--- src/rtl/packet_pkg.sv ---
// Shared definitions for packet_framer: FSM state encoding, default frame
// delimiters, motion-field slice positions and a saturating increment helper.
package packet_pkg;

    typedef enum logic [1:0] {
        ST_HUNT    = 2'd0,
        ST_PAYLOAD = 2'd1,
        ST_CHECK   = 2'd2,
        ST_TRAILER = 2'd3
    } state_e;

    localparam logic [7:0] DEFAULT_SOF = 8'hFF;
    localparam logic [7:0] DEFAULT_EOF = 8'hFF;

    // Motion fields inside payload byte 0
    localparam int XDIR_LSB = 0;
    localparam int XDIR_W   = 2;
    localparam int YDIR_LSB = 2;
    localparam int YDIR_W   = 2;
    localparam int ADD_LSB  = 4;
    localparam int ADD_W    = 4;

    // Error counter increment that sticks at 255 instead of wrapping
    function automatic logic [7:0] sat_inc8(input logic [7:0] v);
        return (v == 8'hFF) ? v : v + 8'd1;
    endfunction

endpackage

--- src/rtl/link_watchdog.sv ---
// Link watchdog: counts cycles since the last clear and saturates at LIMIT.
// expired_o is high while the count sits at LIMIT.
module link_watchdog #(
    parameter int unsigned LIMIT = 5000000
) (
    input  logic clk,
    input  logic rst_n,
    input  logic clear_i,
    output logic expired_o
);

    localparam int W = $clog2(LIMIT) + 1;
    localparam logic [W-1:0] CNT_MAX = W'(LIMIT);
    localparam logic [W-1:0] CNT_ONE = W'(1);

    logic [W-1:0] cnt_q;
    logic [W-1:0] cnt_d;

    // Next count: clear wins, otherwise climb until the limit and hold there
    always_comb begin
        cnt_d = cnt_q;
        if (clear_i) begin
            cnt_d = '0;
        end else if (cnt_q != CNT_MAX) begin
            cnt_d = cnt_q + CNT_ONE;
        end
    end

    // Counter register
    always_ff @(posedge clk or negedge rst_n) begin
        if (!rst_n) begin
            cnt_q <= '0;
        end else begin
            cnt_q <= cnt_d;
        end
    end

    assign expired_o = (cnt_q == CNT_MAX);

endmodule

--- src/rtl/packet_framer.sv ---
// Byte-serial packet framer: SOF, PAYLOAD_BYTES data bytes, optional XOR
// checksum, EOF. Good frames are committed to registered outputs; bad frames
// and inter-byte timeouts pulse frame_err and bump a saturating err_count.
// A link watchdog drops link_ok and zeroes xDir/yDir when commits stop.
// Optional checksum stage: define PACKET_FRAMER_CHECKSUM_EN.
//
// Handshake: rx_byte is consumed on every cycle rx_valid=1 (no backpressure);
// payload_valid and frame_err are single-cycle pulses on the cycle after the
// deciding byte (or the timeout) was seen.
module packet_framer
    import packet_pkg::*;
#(
    parameter int unsigned PAYLOAD_BYTES   = 1,
    parameter logic [7:0]  SOF_BYTE        = DEFAULT_SOF,
    parameter logic [7:0]  EOF_BYTE        = DEFAULT_EOF,
    parameter int unsigned TIMEOUT_CYCLES  = 50000,
    parameter int unsigned WATCHDOG_CYCLES = 5000000
) (
    input  logic                       clk,
    input  logic                       rst_n,
    input  logic [7:0]                 rx_byte,
    input  logic                       rx_valid,
    output logic [8*PAYLOAD_BYTES-1:0] payload,
    output logic                       payload_valid,
    output logic [1:0]                 xDir,
    output logic [1:0]                 yDir,
    output logic [3:0]                 additionalData,
    output logic                       link_ok,
    output logic                       frame_err,
    output logic [7:0]                 err_count,
    output logic [1:0]                 state_o
);

    localparam int IDX_W = (PAYLOAD_BYTES > 1) ? $clog2(PAYLOAD_BYTES) : 1;
    localparam logic [IDX_W-1:0] IDX_LAST = IDX_W'(PAYLOAD_BYTES - 1);
    localparam logic [IDX_W-1:0] IDX_ONE  = IDX_W'(1);
    localparam int TO_W = $clog2(TIMEOUT_CYCLES) + 1;
    localparam logic [TO_W-1:0] TO_LAST = TO_W'(TIMEOUT_CYCLES - 1);
    localparam logic [TO_W-1:0] TO_ONE  = TO_W'(1);

`ifdef PACKET_FRAMER_CHECKSUM_EN
    localparam state_e AFTER_PAYLOAD = ST_CHECK;
`else
    localparam state_e AFTER_PAYLOAD = ST_TRAILER;
`endif

    state_e                     state_q;
    logic [IDX_W-1:0]           idx_q;
    logic [8*PAYLOAD_BYTES-1:0] shadow_q;
    logic [8*PAYLOAD_BYTES-1:0] payload_q;
    logic                       pv_q;
    logic [1:0]                 x_q;
    logic [1:0]                 y_q;
    logic [3:0]                 ad_q;
    logic                       link_q;
    logic                       fe_q;
    logic [7:0]                 ec_q;
    logic [TO_W-1:0]            idle_q;
    logic [TO_W-1:0]            idle_d;
`ifdef PACKET_FRAMER_CHECKSUM_EN
    logic [7:0]                 csum_q;
`endif

    logic commit;
    logic timeout_hit;
    logic wd_expired;

    assign commit      = rx_valid && (state_q == ST_TRAILER) && (rx_byte == EOF_BYTE);
    // A byte arriving on the timeout cycle takes priority over the timeout
    assign timeout_hit = !rx_valid && (state_q != ST_HUNT) && (idle_q == TO_LAST);

    link_watchdog #(
        .LIMIT(WATCHDOG_CYCLES)
    ) u_wd (
        .clk      (clk),
        .rst_n    (rst_n),
        .clear_i  (commit),
        .expired_o(wd_expired)
    );

    // Inter-byte idle counter: only runs inside a frame, cleared by any byte
    always_comb begin
        idle_d = idle_q;
        if (rx_valid || (state_q == ST_HUNT) || timeout_hit) begin
            idle_d = '0;
        end else begin
            idle_d = idle_q + TO_ONE;
        end
    end

    // Idle counter register
    always_ff @(posedge clk or negedge rst_n) begin
        if (!rst_n) begin
            idle_q <= '0;
        end else begin
            idle_q <= idle_d;
        end
    end

    // Framing FSM with registered outputs; commit is written last so it wins over watchdog expiry
    always_ff @(posedge clk or negedge rst_n) begin
        if (!rst_n) begin
            state_q   <= ST_HUNT;
            idx_q     <= '0;
            shadow_q  <= '0;
            payload_q <= '0;
            pv_q      <= 1'b0;
            x_q       <= '0;
            y_q       <= '0;
            ad_q      <= '0;
            link_q    <= 1'b0;
            fe_q      <= 1'b0;
            ec_q      <= '0;
`ifdef PACKET_FRAMER_CHECKSUM_EN
            csum_q    <= '0;
`endif
        end else begin
            pv_q <= 1'b0;
            fe_q <= 1'b0;
            if (wd_expired) begin
                link_q <= 1'b0;
                x_q    <= '0;
                y_q    <= '0;
            end
            if (rx_valid) begin
                case (state_q)
                    ST_HUNT: begin
                        if (rx_byte == SOF_BYTE) begin
                            state_q <= ST_PAYLOAD;
                            idx_q   <= '0;
`ifdef PACKET_FRAMER_CHECKSUM_EN
                            csum_q  <= '0;
`endif
                        end
                    end
                    ST_PAYLOAD: begin
                        shadow_q[{idx_q, 3'b000} +: 8] <= rx_byte;
`ifdef PACKET_FRAMER_CHECKSUM_EN
                        csum_q <= csum_q ^ rx_byte;
`endif
                        if (idx_q == IDX_LAST) begin
                            state_q <= AFTER_PAYLOAD;
                        end else begin
                            idx_q <= idx_q + IDX_ONE;
                        end
                    end
`ifdef PACKET_FRAMER_CHECKSUM_EN
                    ST_CHECK: begin
                        if (rx_byte == csum_q) begin
                            state_q <= ST_TRAILER;
                        end else begin
                            fe_q    <= 1'b1;
                            ec_q    <= sat_inc8(ec_q);
                            state_q <= ST_HUNT;
                        end
                    end
`endif
                    ST_TRAILER: begin
                        if (rx_byte == EOF_BYTE) begin
                            payload_q <= shadow_q;
                            x_q       <= shadow_q[XDIR_LSB +: XDIR_W];
                            y_q       <= shadow_q[YDIR_LSB +: YDIR_W];
                            ad_q      <= shadow_q[ADD_LSB +: ADD_W];
                            link_q    <= 1'b1;
                            pv_q      <= 1'b1;
                            state_q   <= ST_HUNT;
                        end else begin
                            fe_q <= 1'b1;
                            ec_q <= sat_inc8(ec_q);
                            if (rx_byte == SOF_BYTE) begin
                                state_q <= ST_PAYLOAD;
                                idx_q   <= '0;
`ifdef PACKET_FRAMER_CHECKSUM_EN
                                csum_q  <= '0;
`endif
                            end else begin
                                state_q <= ST_HUNT;
                            end
                        end
                    end
                    default: state_q <= ST_HUNT;
                endcase
            end else if (timeout_hit) begin
                fe_q    <= 1'b1;
                ec_q    <= sat_inc8(ec_q);
                state_q <= ST_HUNT;
            end
        end
    end

    assign payload        = payload_q;
    assign payload_valid  = pv_q;
    assign xDir           = x_q;
    assign yDir           = y_q;
    assign additionalData = ad_q;
    assign link_ok        = link_q;
    assign frame_err      = fe_q;
    assign err_count      = ec_q;
    assign state_o        = state_q;

endmodule
--- config.mk ---
export PLATFORM = sky130hd
export DESIGN_NAME = packet_framer
export DESIGN_NICKNAME = d
export VERILOG_FILES = /design/src/rtl/packet_pkg.sv /design/src/rtl/link_watchdog.sv /design/src/rtl/packet_framer.sv
export SDC_FILE = /design/constraint.sdc
export NUM_CORES = 1
export LEC_CHECK = 0
export CAP_MARGIN = 20
export CELL_PAD_IN_SITES_DETAIL_PLACEMENT = 0
export CELL_PAD_IN_SITES_GLOBAL_PLACEMENT = 2
export CORE_UTILIZATION = 36
export DETAILED_ROUTE_END_ITERATION = 8
export GPL_ROUTABILITY_DRIVEN = 0
export GPL_TIMING_DRIVEN = 1
export HOLD_SLACK_MARGIN = 0.15
export PLACE_DENSITY_LB_ADDON = 0.1
export REMOVE_ABC_BUFFERS = 1
export SYNTH_ARGS = -nofsm -noshare
export SYNTH_HDL_FRONTEND = slang
export SYNTH_SLANG_ARGS = --single-unit
--- constraint.sdc ---
create_clock -name clk -period 2.8 [get_ports clk]
set_clock_uncertainty 0.05 [all_clocks]
set_input_delay 0.28 -clock clk [delete_from_list [all_inputs] [get_ports clk]]
set_output_delay 0.28 -clock clk [all_outputs]
set_load 0.02 [all_outputs]
* Word level (Yosys, flattened, before mapping) *
Cells that the tools add are included.

cells by class
  equality and inequality tests = 12
  magnitude comparators = 0
  bitwise logic cells = 0
  reductions and logical operators = 17
  $mul = 0
  div/mod/pow operators = 0
  shifts and indexed selects = 2
  mux-type cells = 36
  $add $sub $neg = 5

operators with widths
  cell                     number
  $mux W24                 2
  $mux W8                  5
  $add A24 B1 Y24 const B  1
  $eq A24 B23 Y1 const B   1
  $mux W2                  12
  $ne A24 B23 Y1 const B   1
  $add A17 B1 Y17 const B  1
  $eq A17 B16 Y1 const B   1
  $mux W17                 1
  $eq A8 B8 Y1 const B     2
  $mux W1                  13
  $reduce_and A3 Y1        4
  $add A8 B1 Y8 const B    1
  $bwmux W8                1
  $reduce_bool A2 Y1       4
  $shift A8 B6 Y8 const A  1
  $shiftx A8 B6 Y8         1
  $neg A4 Y6               1
  $logic_and A1 B1 Y1      4
  $ne A2 B1 Y1 const B     2
  $pmux W2 S2              1
  $ne A3 B2 Y1 const B     1
  $ne A3 B3 Y1 const B     1
  $eq A2 B1 Y1 const B     1
  other kinds (8)          9

storage, ports and cells
  latch bits = 0
  bits in read-only memories = 0
  output and inout bits = 29
  memories kept = 0
  bits in registers = 79
  memory bits (writable) = 0
  logic and storage cells = 85

* Logic depth before layout (Yosys ltp) *
Gate-level depths: netlist of the first run.

  depth in word-level cells = 5
  depth in mapped cells = 8

* By module *
Synthesis of the first run repeated with hierarchy kept, for this count alone.

second synthesis, totals
  cell total of the unflattened synthesis = 329
  area total of the unflattened synthesis = 3,509.6 um^2

modules (own cells, without submodules)
  module         instances  cells each  area each (um^2)
  packet_framer  1          186         2,184.6
  link_watchdog  1          143         1,325.0

* Least setup slack after synthesis of the first run *
Ideal clock, no wire load.

  path type = reg-to-reg
  start point = register idle_q[0]
  end point = register ec_q[1], in the netlist err_count[1]
  data required time = 2,625 ps
  period minus slack after synthesis = 2,174 ps
  cell stages (with the launch flop) = 7
  setup slack = 626 ps
  data arrival time = 1,999 ps
  path through = dfrtp_1 -> ha_1 -> nand3_2 -> or4_4 -> nor4b_4 -> o21ai_2 -> mux2_4

between the ends
  longest elaborated chain between the ends = 4

RTL lines
  element                              line                  source
  from (decl)                          packet_framer.sv:58   logic [TO_W-1:0] idle_q;
  from (signal assigned)               packet_framer.sv:96   idle_q <= idle_d;
  $eq A17 B16 Y1                       packet_framer.sv:70   assign timeout_hit = !rx_valid && (state_q != ST_HUNT) && (idle_q == TO_LAST);
  $logic_and A1 B1 Y1                  packet_framer.sv:70
  $reduce_bool A2 Y1 (no source line)  --
  $reduce_and A3 Y1 (no source line)   --
  to (signal assigned)                 packet_framer.sv:169  ec_q <= sat_inc8(ec_q);
  to (signal assigned)                 packet_framer.sv:185  ec_q <= sat_inc8(ec_q);
  to (decl)                            packet_framer.sv:57   logic [7:0] ec_q;

No other way between the ends.
A chain may end at the register's enable or synchronous reset.

* Worst setup path in the final report of the first run *
Ends and elaborated chain as after synthesis.

==> summary.md, run 1 <==
| Metric | Value |
|---|---|
| P&R area growth vs syn | 19.69% |
| Final period utilization | 83.55% |
| Worst r2r path cells | 6 |
| F_max | ~430 MHz |
| Top cell type's share of synthesized area | between 50% and 60% |
| Max-Cap Viols | 0 |
| Worst r2r dst | err_count[1] |
| Lkg Pwr | 1.807 nW |
| Worst r2r src | idle_q[0] |
| Slew HR | 37.07% |
| Layout cells sized above 1 | 11.26% |
| Crit end category | register |
| NumNets Final | 393 |
| Chip height | 100.9 um |
| Initial antenna violation count | 0 |
| Post-synth ARST share | 100.0% |
| Most common cell after layout, fill and taps aside | dfrtp_1 |
| Sequential share of the synthesized area | between 50% and 60% |
| Remaining antenna violation count after routing | 0 |
| Peak supply drop | approximately 270 uV |
| Final setup fails | 0 |
| Yosys warning count | 0 |
| Hold Crit Class | register to register |
| Status | complete, no violations |
| N_diodes | 0 |
| Post-Syn Area per Cell | roughly 11 um^2 |
| DRT iter0 DRCs | 57 |
| Cell row count | 35 |
| DRT Pass-1 Iters | 4 |
| Post-synthesis instance total | approximately 340 |
| # clock sinks | 74 |
| Post-CTS setup buffer count | 0 |
| Die extent in x | 100.9 um |
| Yosys reg bits | 74 |
| CTS root buf | clkbuf_8 |
| Total gr overflow | 0 |
| Crit path to | err_count[1] |
| Most frequent cells in the layout | dfrtp_1 (74), nor2_1 (44), nand2_1 (43) |
| Wirelength per Cell | 13.82 um |
| CTS tree | done |
| Minimum clock period | 2.340 ns |
| Dominant cell type by area after synthesis | dfrtp_1 |
| Bufs on Longest Clock Path | 2 |
| Clock transition at path regs | 0.08 ns |
| Via count | 2478 |
| Vias in the first global route | 2433 |
| H-tree levels | 3 |
| Critical path class | register to register |
| Fin area | 0.004213 mm^2 |
| Fillers | 934 |
| Via-per-instance ratio | 4.849 |
| Clk_lat worst skew | around 0.35 ns |
| Global-route wire length before repair | between 10000 and 15000 um |
| Total CTS buffers | 9 |
| Total track usage | between 10% and 20% |
| Data arrival time of the worst path | 2.53 ns |
| Distinct cell type count after synthesis | 48 |
| Crit path launch type | register |
| Setup TNS | 0 ns |
| Sequential Area | 0.001852 mm^2 |
| Pwr dens | 492.8 mW/mm^2 |
| RSZ-0062 raised after global routing | false |
| Core Region | roughly 0.0094 mm^2 |
| Initial core utilization | 37.56% |
| R2r setup slk | 0.46 ns |
| Maximum fanout along the worst path | 8 |
| Pin count of the biggest net entering global routing | 75 |
| Number of synthesized flops with an enable pin | 0 |
| Area of the multi-input gates | between 0.0015 and 0.002 mm^2 |
| IO Count | 40 |
| Worst-Margin Slew | 0.9439 ns |
| Post-synthesis cell area | roughly 0.0035 mm^2 |
| Worst Hold Path Cells | 2 |
| CP required | 2.99 ns |
| Number of port buffers | 39 |
| Critical Path Start | idle_q[0] |
| Top FF cell, synth | dfrtp_1 |
| Area after DPL | 0.004034 mm^2 |
| Fin. max-slew vios | 0 |
| # DRC | 0 |
| Final WL | between 7000 and 8000 um |
| Full die area | 0.01018 mm^2 |
| Post-DP HPWL | around 4800 um |
| Synth area leaders | dfrtp_1 (53%), xnor2_1 (5.7%), nor2_1 (4.7%) |
| Count of final hold-check violations | 0 |
worst max-delay path, stage by stage, from the launching register on:
cell	delay [ns]
dfrtp_1	0.39
ha_1	0.24
nand3_2	0.10
or4_4	0.48
nor4b_4	0.50
o21ai_2	0.15
mux2_4	0.31
stage by stage:
| stage | setup slack [ns] | power, mW | cells | hold slack [ns] | util, % |
|---|---|---|---|---|---|
| 6_report | 0.4605 | 2.076 | 511 | 0.4203 | 44.95 |
| 5_1_grt | 0.3239 | 2.185 | 511 | 0.4419 | 44.95 |
| 4_1_cts | 0.4667 | 2.124 | 511 | 0.4245 | 44.95 |
| 3_5_place_dp | 0.4840 | 1.379 | 495 | 0.4078 | 43.04 |
| 3_3_place_gp | 0.5348 | 1.376 | 495 | 0.3984 | 43.04 |
| 2_1_floorplan | 0.6257 | 1.297 | 322 | -0.06559 | - |
worst min-delay path by stage:
| stage | from | endpoint | slack (ns) |
|---|---|---|---|
| after floorplan | rst_n | err_count[0] | -0.07 |
| after global placement | shadow_q[5] | payload[5] | 0.40 |
| final | shadow_q[5] | payload[5] | 0.42 |
| after detailed placement | shadow_q[5] | payload[5] | 0.41 |
| after global routing | shadow_q[5] | payload[5] | 0.44 |
| after CTS | shadow_q[5] | payload[5] | 0.42 |
layer usage:
metal | global-route usage (%) | up-vias | share of wire, %
met2 | 25.50 | 32 | 49
li1 | - | 1246 | -
met5 | 0 | - | 0
met4 | 6.020 | 0 | 1.3
met3 | 3.953 | 9 | 2.6
met1 | 19.08 | 1191 | 47
report_power, final:
part | internal, mW | total [mW] | switching [mW]
clock network | 0.337 | 0.722 | 0.384
registers | 1.14 | 1.19 | 0.0537
logic | 0.0868 | 0.164 | 0.0767
total | 1.56 | 2.08 | 0.515
cell families after synthesis:
logic type	after synthesis	share of synthesized area [%]
xor+xnor	39	9.705
fa+ha+maj	4	1.422
simple gates	155	22.47
flops	74	52.61
mux	11	3.590
compound gates	27	6.861
buf+inv	25	3.342
registers in the layout (all words and copies together), names as in the netlist:
| signal | cells |
|---|---|
| xDir | 2 |
| payload_valid | 1 |
| err_count | 8 |
| idle_q | 17 |
| link_ok | 1 |
| state_o | 2 |
| frame_err | 1 |
| yDir | 2 |
| payload | 8 |
| u_wd.cnt_q | 24 |
| shadow_q | 8 |
synth_stat cells, types with 2 or more instances:
library cell / n
dfrtp_1: 74
nand2_1: 43
or4_1: 2
nand4_1: 9
nor2_1: 44
xor2_1: 16
a22o_1: 4
clkbuf_1: 7
o2111ai_1: 2
and3_1: 7
o21ai_2: 2
mux2_2: 9
nor3_1: 5
buf_4: 4
nand3_1: 16
xnor2_1: 23
o211ai_1: 6
ha_1: 4
o21ai_0: 3
nor4_1: 8
a21oi_1: 3
or3_1: 4
nor4bb_1: 2
and4_1: 3
and2_1: 2
inv_1: 11
repair_timing:
| item | 4_1_cts | 5_1_grt |
|---|---|---|
| gates resized for setup | 0 | 0 |
| hold buffers | 1 | 0 |
| endpoints found under the hold margin | 74 | 0 |
layout make-up:
| cell class | count | area share, % |
|---|---|---|
| Clock buffer | 10 | 3.267 |
| Clock inverter | 5 | 0.7425 |
| Inverter | 12 | 1.069 |
| Multi-Input combinational cell | 236 | 36.80 |
| Sequential cell | 74 | 43.96 |
| Tap cell | 129 | 3.831 |
| Timing Repair Buffer | 45 | 10.34 |
No activity file was read; power rests on OpenSTA's default activity.
==> inputs of run 2 (changes only) <==
clock period = 2.35 ns   (was 2.8 ns; I/O delays follow)
==> run 2 against run 1 <==
  * Critical path depth up 1
  * First-iteration DRC count rose by 18%
  * Combinational power is 21% higher
  * Register-to-register slack worse by 0.36 ns
  * Core utilization grew 0.84 points
  * Critical endpoint unchanged
  * Largest cell class unchanged
  * Largest power group unchanged
==> summary.md, run 2 (synthesis results as in run 1) <==
| Metric | Value |
|---|---|
| Status | complete, no violations |
| Clock transition at path regs | 0.08 ns (about the same) |
| NumNets Final | 399 (+1.5%) |
| Post-DP HPWL | 4833 um (+1.4%) |
| CP max stage cell | or4_4 |
| Count of final hold-check violations | 0 (unchanged) |
| Fin. max-slew vios | 0 (unchanged) |
| Total gr overflow | 0 (unchanged) |
| # clock sinks | 74 (unchanged) |
| Via count | 2462 (-0.65%) |
| Full die area | 0.01018 mm^2 (unchanged) |
| Die extent in x | 100.9 um (unchanged) |
| Vias in the first global route | 2412 (-0.86%) |
| Maximum fanout along the worst path | 8 (unchanged) |
| Remaining antenna violation count after routing | 0 (unchanged) |
| Hold Crit Class | register to register |
| DRT iter0 DRCs | 67 (+18%) |
| Clk_lat worst skew | 0.34 ns (about the same) |
| Max-Cap Viols | 0 (unchanged) |
| Crit path launch type | register |
| Worst-Margin Slew | 0.9532 ns (+0.009255 ns) |
| Lkg Pwr | 1.852 nW (+2.5%) |
| CTS root buf | clkbuf_8 |
| Fillers | 927 (-0.75%) |
| Layout cells sized above 1 | 12.85% (+1.6 points) |
| Critical path class | register to register |
| Initial core utilization | 37.56% (unchanged) |
| F_max | 445.3 MHz (+4.2%) |
| Reg with most FFs | u_wd.cnt_q |
| Max reg flops | 24 (unchanged) |
| Data arrival time of the worst path | 2.43 ns (-0.10 ns) |
| IO Count | 40 (unchanged) |
| CTS tree | done |
| DRT Pass-1 Iters | 4 (unchanged) |
| N_diodes | 0 (unchanged) |
| Initial antenna violation count | 0 (unchanged) |
| Most frequent cells in the layout | dfrtp_1 (74), nor2_1 (44), nand2_1 (43) |
| Chip height | 100.9 um (unchanged) |
| Via-per-instance ratio | 4.753 (-2.0%) |
| Total track usage | 15.22% (-0.11 points) |
| Core Region | 0.009371 mm^2 (unchanged) |
| Wirelength per Cell | 13.65 um (-1.2%) |
| Pin count of the biggest net entering global routing | 75 (unchanged) |
| PnR Total Power | 2.626 mW (+26%) |
| # DRC | 0 (unchanged) |
| Cell row count | 35 (unchanged) |
| Most common cell after layout, fill and taps aside | dfrtp_1 |
| Crit path largest cell delay | 0.48 ns (-0.02 ns) |
| Final period utilization | 95.55% (+12 points) |
| H-tree levels | 3 (unchanged) |
| Final WS setup | 0.1045 ns (-0.3559 ns) |
| Number of port buffers | 39 (unchanged) |
| Bufs on Longest Clock Path | 2 (unchanged) |
| Biggest regs | u_wd.cnt_q x24, idle_q x17 |
| Crit end category | register |
| Total CTS buffers | 9 (unchanged) |
| Post-CTS sizing | 0 (unchanged) |
| RSZ-0062 raised after global routing | false |
| Setup TNS | 0 ns (unchanged) |
| Global-route wire length before repair | 11910 um (+0.82%) |
| Final WL | 7071 um (+0.16%) |
| P&R area growth vs syn | 21.93% |
| Pwr dens | 611.9 mW/mm^2 (+24%) |
| Final setup fails | 0 (unchanged) |
| Dpl ws | 0.03571 ns (-0.4483 ns) |
| Peak supply drop | 278.9 uV (+4.2%) |
| Worst path cell trace | ha_1 > nand3_2 > or4_4 > nor4b_4 > buf_4 > o21ai_2 > mux2_4 |
| CP required | 2.54 ns (-0.45 ns) |
| Minimum clock period | 2.245 ns (-0.09407 ns) |
| Slew HR | 36.45% (-0.62 points) |
## run 2: cell types whose count changed in the layout (fill, tap and decap cells not counted)
| cell | before | now |
|---|---|---|
| inv_6 | 0 | 1 |
| buf_4 | 6 | 12 |
| bufinv_16 | 0 | 1 |
| clkinv_2 | 3 | 2 |
## run 2: per-layer routing
metal,part of all wire (%),wire length (um),vias to the layer above,track usage [%]
met2,47,3326,25,23.45
met4,1.2,83,0,6.355
met5,0,0,-,0
met3,2.5,174,8,3.121
met1,49,3487,1171,20.89
li1,-,-,1258,-
## run 2: metrics by stage
step,cell area (um^2),util [%],hold slack (ns),cells
floorplan,3447,-,-0.1106,322
CTS,4284,45.71,0.4215,517
finish,4292,45.79,0.4202,518
detailed placement,4071,43.44,0.4033,500
global route,4292,45.79,0.4293,518
global placement,4071,43.44,0.3953,500
## run 2: worst paths after layout
kind,start,endpoint,slack (ns),cells after the start
worst max register to register,idle_q[0],err_count[1],0.10,7
min in group asynchronous,rst_n,u_wd.cnt_q[15],0.52,2
worst min-delay path,shadow_q[5],payload[5],0.42,2
worst max-delay path,idle_q[0],err_count[1],0.10,7
worst min register to register,shadow_q[5],payload[5],0.42,2
max in group asynchronous,rst_n,idle_q[9],1.09,2
## run 2: power by group
| part | switching [mW] | internal [mW] | leakage [nW] |
|---|---|---|---|
| Sequential | 0.0634 | 1.35 | 1.00 |
| Combinational | 0.0935 | 0.104 | 0.748 |
| Clock | 0.489 | 0.521 | 0.103 |
| Total | 0.646 | 1.98 | 1.85 |
## run 2: layout make-up
| cell class | count | area [um^2] | share of cell area [%] |
|---|---|---|---|
| Tap cell | 129 | 161.4 | 3.761 |
| Clock buffer | 10 | 137.6 | 3.207 |
| Sequential cell | 74 | 1852 | 43.15 |
| Timing Repair Buffer | 51 | 480.5 | 11.20 |
| Multi-Input combinational cell | 236 | 1550 | 36.12 |
| Clock inverter | 6 | 65.06 | 1.516 |
| Inverter | 12 | 45.04 | 1.050 |
## run 2: worst max-delay path, delay by kind of cell, from the launching register on
| kind | cells | cell delay, ns |
|---|---|---|
| adder cells (fa/ha/maj) | 1 | 0.24 |
| AO/OA/AOI/OAI | 1 | 0.09 |
| AND/OR/NAND/NOR | 3 | 0.86 |
| buffers and inverters | 1 | 0.19 |
| flip-flops | 1 | 0.40 |
| multiplexers | 1 | 0.31 |
## run 2: what timing repair did
| item | 4_1_cts | 5_1_grt |
|---|---|---|
| hold buffers | 1 | 0 |
| setup endpoints to repair | 0 | 6 |
| setup buffers | 0 | 1 |
| hold endpoints to repair | 74 | 0 |
==> inputs of run 3 (changes only) <==
CAP_MARGIN = 30   (was 20)
clock period = 2.5 ns   (was 2.35 ns; I/O delays follow)
==> run 3 against run 2 <==
  * Via count is 0.73% higher
  * Largest cell class unchanged
  * Core utilization is 0.080 points lower
  * Register-to-register slack improved by 0.08 ns
  * Routed wire length fell by 2.7%
  * Hold slack worse by 0.051 ns
  * First-iteration DRC count shrank 34%
  * Flip-flop and latch count unchanged
  * Die area is the same
==> summary.md, run 3 (synthesis results as in run 1) <==
| Metric | Value |
|---|---|
| IO Count | 40 (unchanged) |
| Fillers | 897 (-3.2%) |
| Status | complete, no violations |
| Max-Cap Viols | 0 (unchanged) |
| Core Region | 0.009371 mm^2 (unchanged) |
| Via-per-instance ratio | 4.816 (+1.3%) |
| Final WS setup | 0.1839 ns (+0.07932 ns) |
| RSZ-0062 raised after global routing | false |
| Number of port buffers | 39 (unchanged) |
| Max reg flops | 24 (unchanged) |
| Full die area | 0.01018 mm^2 (unchanged) |
| Sw Share | 23.58% (-1.0 points) |
| Initial core utilization | 37.56% (unchanged) |
| Total gr overflow | 0 (unchanged) |
| NumNets Final | 396 (-0.75%) |
| Layout cells sized above 1 | 12.18% (-0.68 points) |
| Hold Crit Class | primary input to asynchronous set/reset pin |
| Initial antenna violation count | 0 (unchanged) |
| Remaining antenna violation count after routing | 0 (unchanged) |
| Most common cell after layout, fill and taps aside | dfrtp_1 |
| # clock sinks | 74 (unchanged) |
| Most frequent cells in the layout | dfrtp_1 (74), nor2_1 (44), nand2_1 (43) |
| F_max | 431.8 MHz (-3.1%) |
| Bufs on Longest Clock Path | 2 (unchanged) |
| Biggest regs | u_wd.cnt_q x24, idle_q x17 |
| Clock transition at path regs | 0.08 ns (about the same) |
| CTS tree | done |
| Cell row count | 35 (unchanged) |
| Final WL | 6878 um (-2.7%) |
| Clock Power Share | 39.9% (+1.4 points) |
| CP required | 2.68 ns (+0.14 ns) |
| DRT Pass-1 Iters | 5 (+1) |
| Data arrival time of the worst path | 2.50 ns (+0.07 ns) |
| Crit path launch type | register |
| Internal Power | 1.932 mW (-2.4%) |
| Dpl ws | 0.1951 ns (+0.1593 ns) |
| Vias in the first global route | 2437 (+1.0%) |
| Crit end category | register |
| Comb pwr share | 7.4% (about the same) |
| Count of final hold-check violations | 0 (unchanged) |
| Post-DP HPWL | 4872 um (+0.80%) |
| P&R area growth vs syn | 21.72% |
| Fin. max-slew vios | 0 (unchanged) |
| Sequential Area | 0.001852 mm^2 (unchanged) |
| Sequential power share | 52.7% (-1.3 points) |
| CTS root buf | clkbuf_8 |
| Post-CTS setup buffer count | 0 (unchanged) |
| Maximum fanout along the worst path | 8 (unchanged) |
| Area of the multi-input gates | 0.001550 mm^2 (unchanged) |
| Worst-Margin Slew | 0.6712 ns (-0.2820 ns) |
| H-tree levels | 3 (unchanged) |
| Global-route wire length before repair | 12050 um (+1.2%) |
| Final setup fails | 0 (unchanged) |
| Wirelength per Cell | 13.36 um (-2.2%) |
| Lkg Pwr | 1.840 nW (-0.68%) |
| Total CTS buffers | 9 (unchanged) |
| Chip height | 100.9 um (unchanged) |
| Critical path class | register to register |
| PnR Total Power | 2.529 mW (-3.7%) |
| DRT iter0 DRCs | 44 (-34%) |
| Pwr dens | 590.3 mW/mm^2 (-3.5%) |
| Die extent in x | 100.9 um (unchanged) |
| N_diodes | 0 (unchanged) |
| Net switching power | 596.4 uW (-7.7%) |
| Total track usage | 15.50% (+0.28 points) |
| Final period utilization | 92.65% (-2.9 points) |
| Setup TNS | 0 ns (unchanged) |
| Reg with most FFs | u_wd.cnt_q |
| R2r setup slk | 0.18 ns (+0.08 ns) |
| Clk_lat worst skew | 0.34 ns (about the same) |
| Via count | 2480 (+0.73%) |
| Pin count of the biggest net entering global routing | 40 (-47%) |
| Minimum clock period | 2.316 ns (+0.07067 ns) |
| Slew HR | 55.25% (+19 points) |
| Peak supply drop | 277.9 uV (-0.37%) |
| # DRC | 0 (unchanged) |
## run 3: changes by cell type in the layout (fill, tap and decap cells not counted)
cell	before	now
inv_6	1	0
clkinvlp_4	1	2
clkbuf_8	10	9
buf_4	12	9
bufinv_16	1	2
## run 3: area by class of cell
type	instances	area share, %
Clock buffer	9	2.891
Tap cell	129	3.768
Inverter	12	1.051
Timing Repair Buffer	48	10.69
Multi-Input combinational cell	236	36.19
Sequential cell	74	43.22
Clock inverter	7	2.190
## run 3: power by group through the flow
stage,clock [mW],sequential [mW],combinational (mW)
6_report,1.01,1.33,0.186
5_1_grt,1.10,1.35,0.210
4_1_cts,1.05,1.33,0.193
2_1_floorplan,0,1.35,0.102
3_3_place_gp,0,1.35,0.189
3_5_place_dp,0,1.36,0.191
## run 3: path summary, 6_finish.rpt
check	start	to	cells past startpoint
min in group clk	shadow_q[5]	payload[5]	2
max	idle_q[0]	err_count[1]	6
max reg2reg	idle_q[0]	err_count[1]	6
min	rst_n	u_wd.cnt_q[15]	2
max in group asynchronous	rst_n	u_wd.cnt_q[3]	3
min reg2reg	shadow_q[5]	payload[5]	2
## run 3: repair_timing
action	4_1_cts	5_1_grt
gates resized for setup	0	0
hold buffers	1	0
endpoints found under the hold margin	37	0
## run 3: metrics by stage
| step | instance area, um^2 | hold slack [ns] | instances | utilization, % |
|---|---|---|---|---|
| finish | 4284 | 0.3690 | 515 | 45.71 |
| global route | 4284 | 0.4032 | 515 | 45.71 |
| floorplan | 3447 | -0.09559 | 322 | - |
| detailed placement | 4056 | 0.2215 | 498 | 43.28 |
| global placement | 4056 | 0.2218 | 498 | 43.28 |
| CTS | 4284 | 0.3805 | 515 | 45.71 |
## run 3: critical path, stage by stage (launching register included)
cell and delay, ns:
dfrtp_1 0.39, ha_1 0.23, nand3_2 0.10, or4_4 0.48
nor4b_4 0.49, o21ai_2 0.15, mux2_4 0.31
## run 3: routing by layer
| metal | up-vias | GRT usage [%] | wire [um] |
|---|---|---|---|
| met1 | 1201 | 19.98 | 3225 |
| met5 | - | 0 | 0 |
| li1 | 1246 | - | - |
| met3 | 8 | 4.577 | 170 |
| met2 | 25 | 25.03 | 3393 |
| met4 | 0 | 5.017 | 88 |
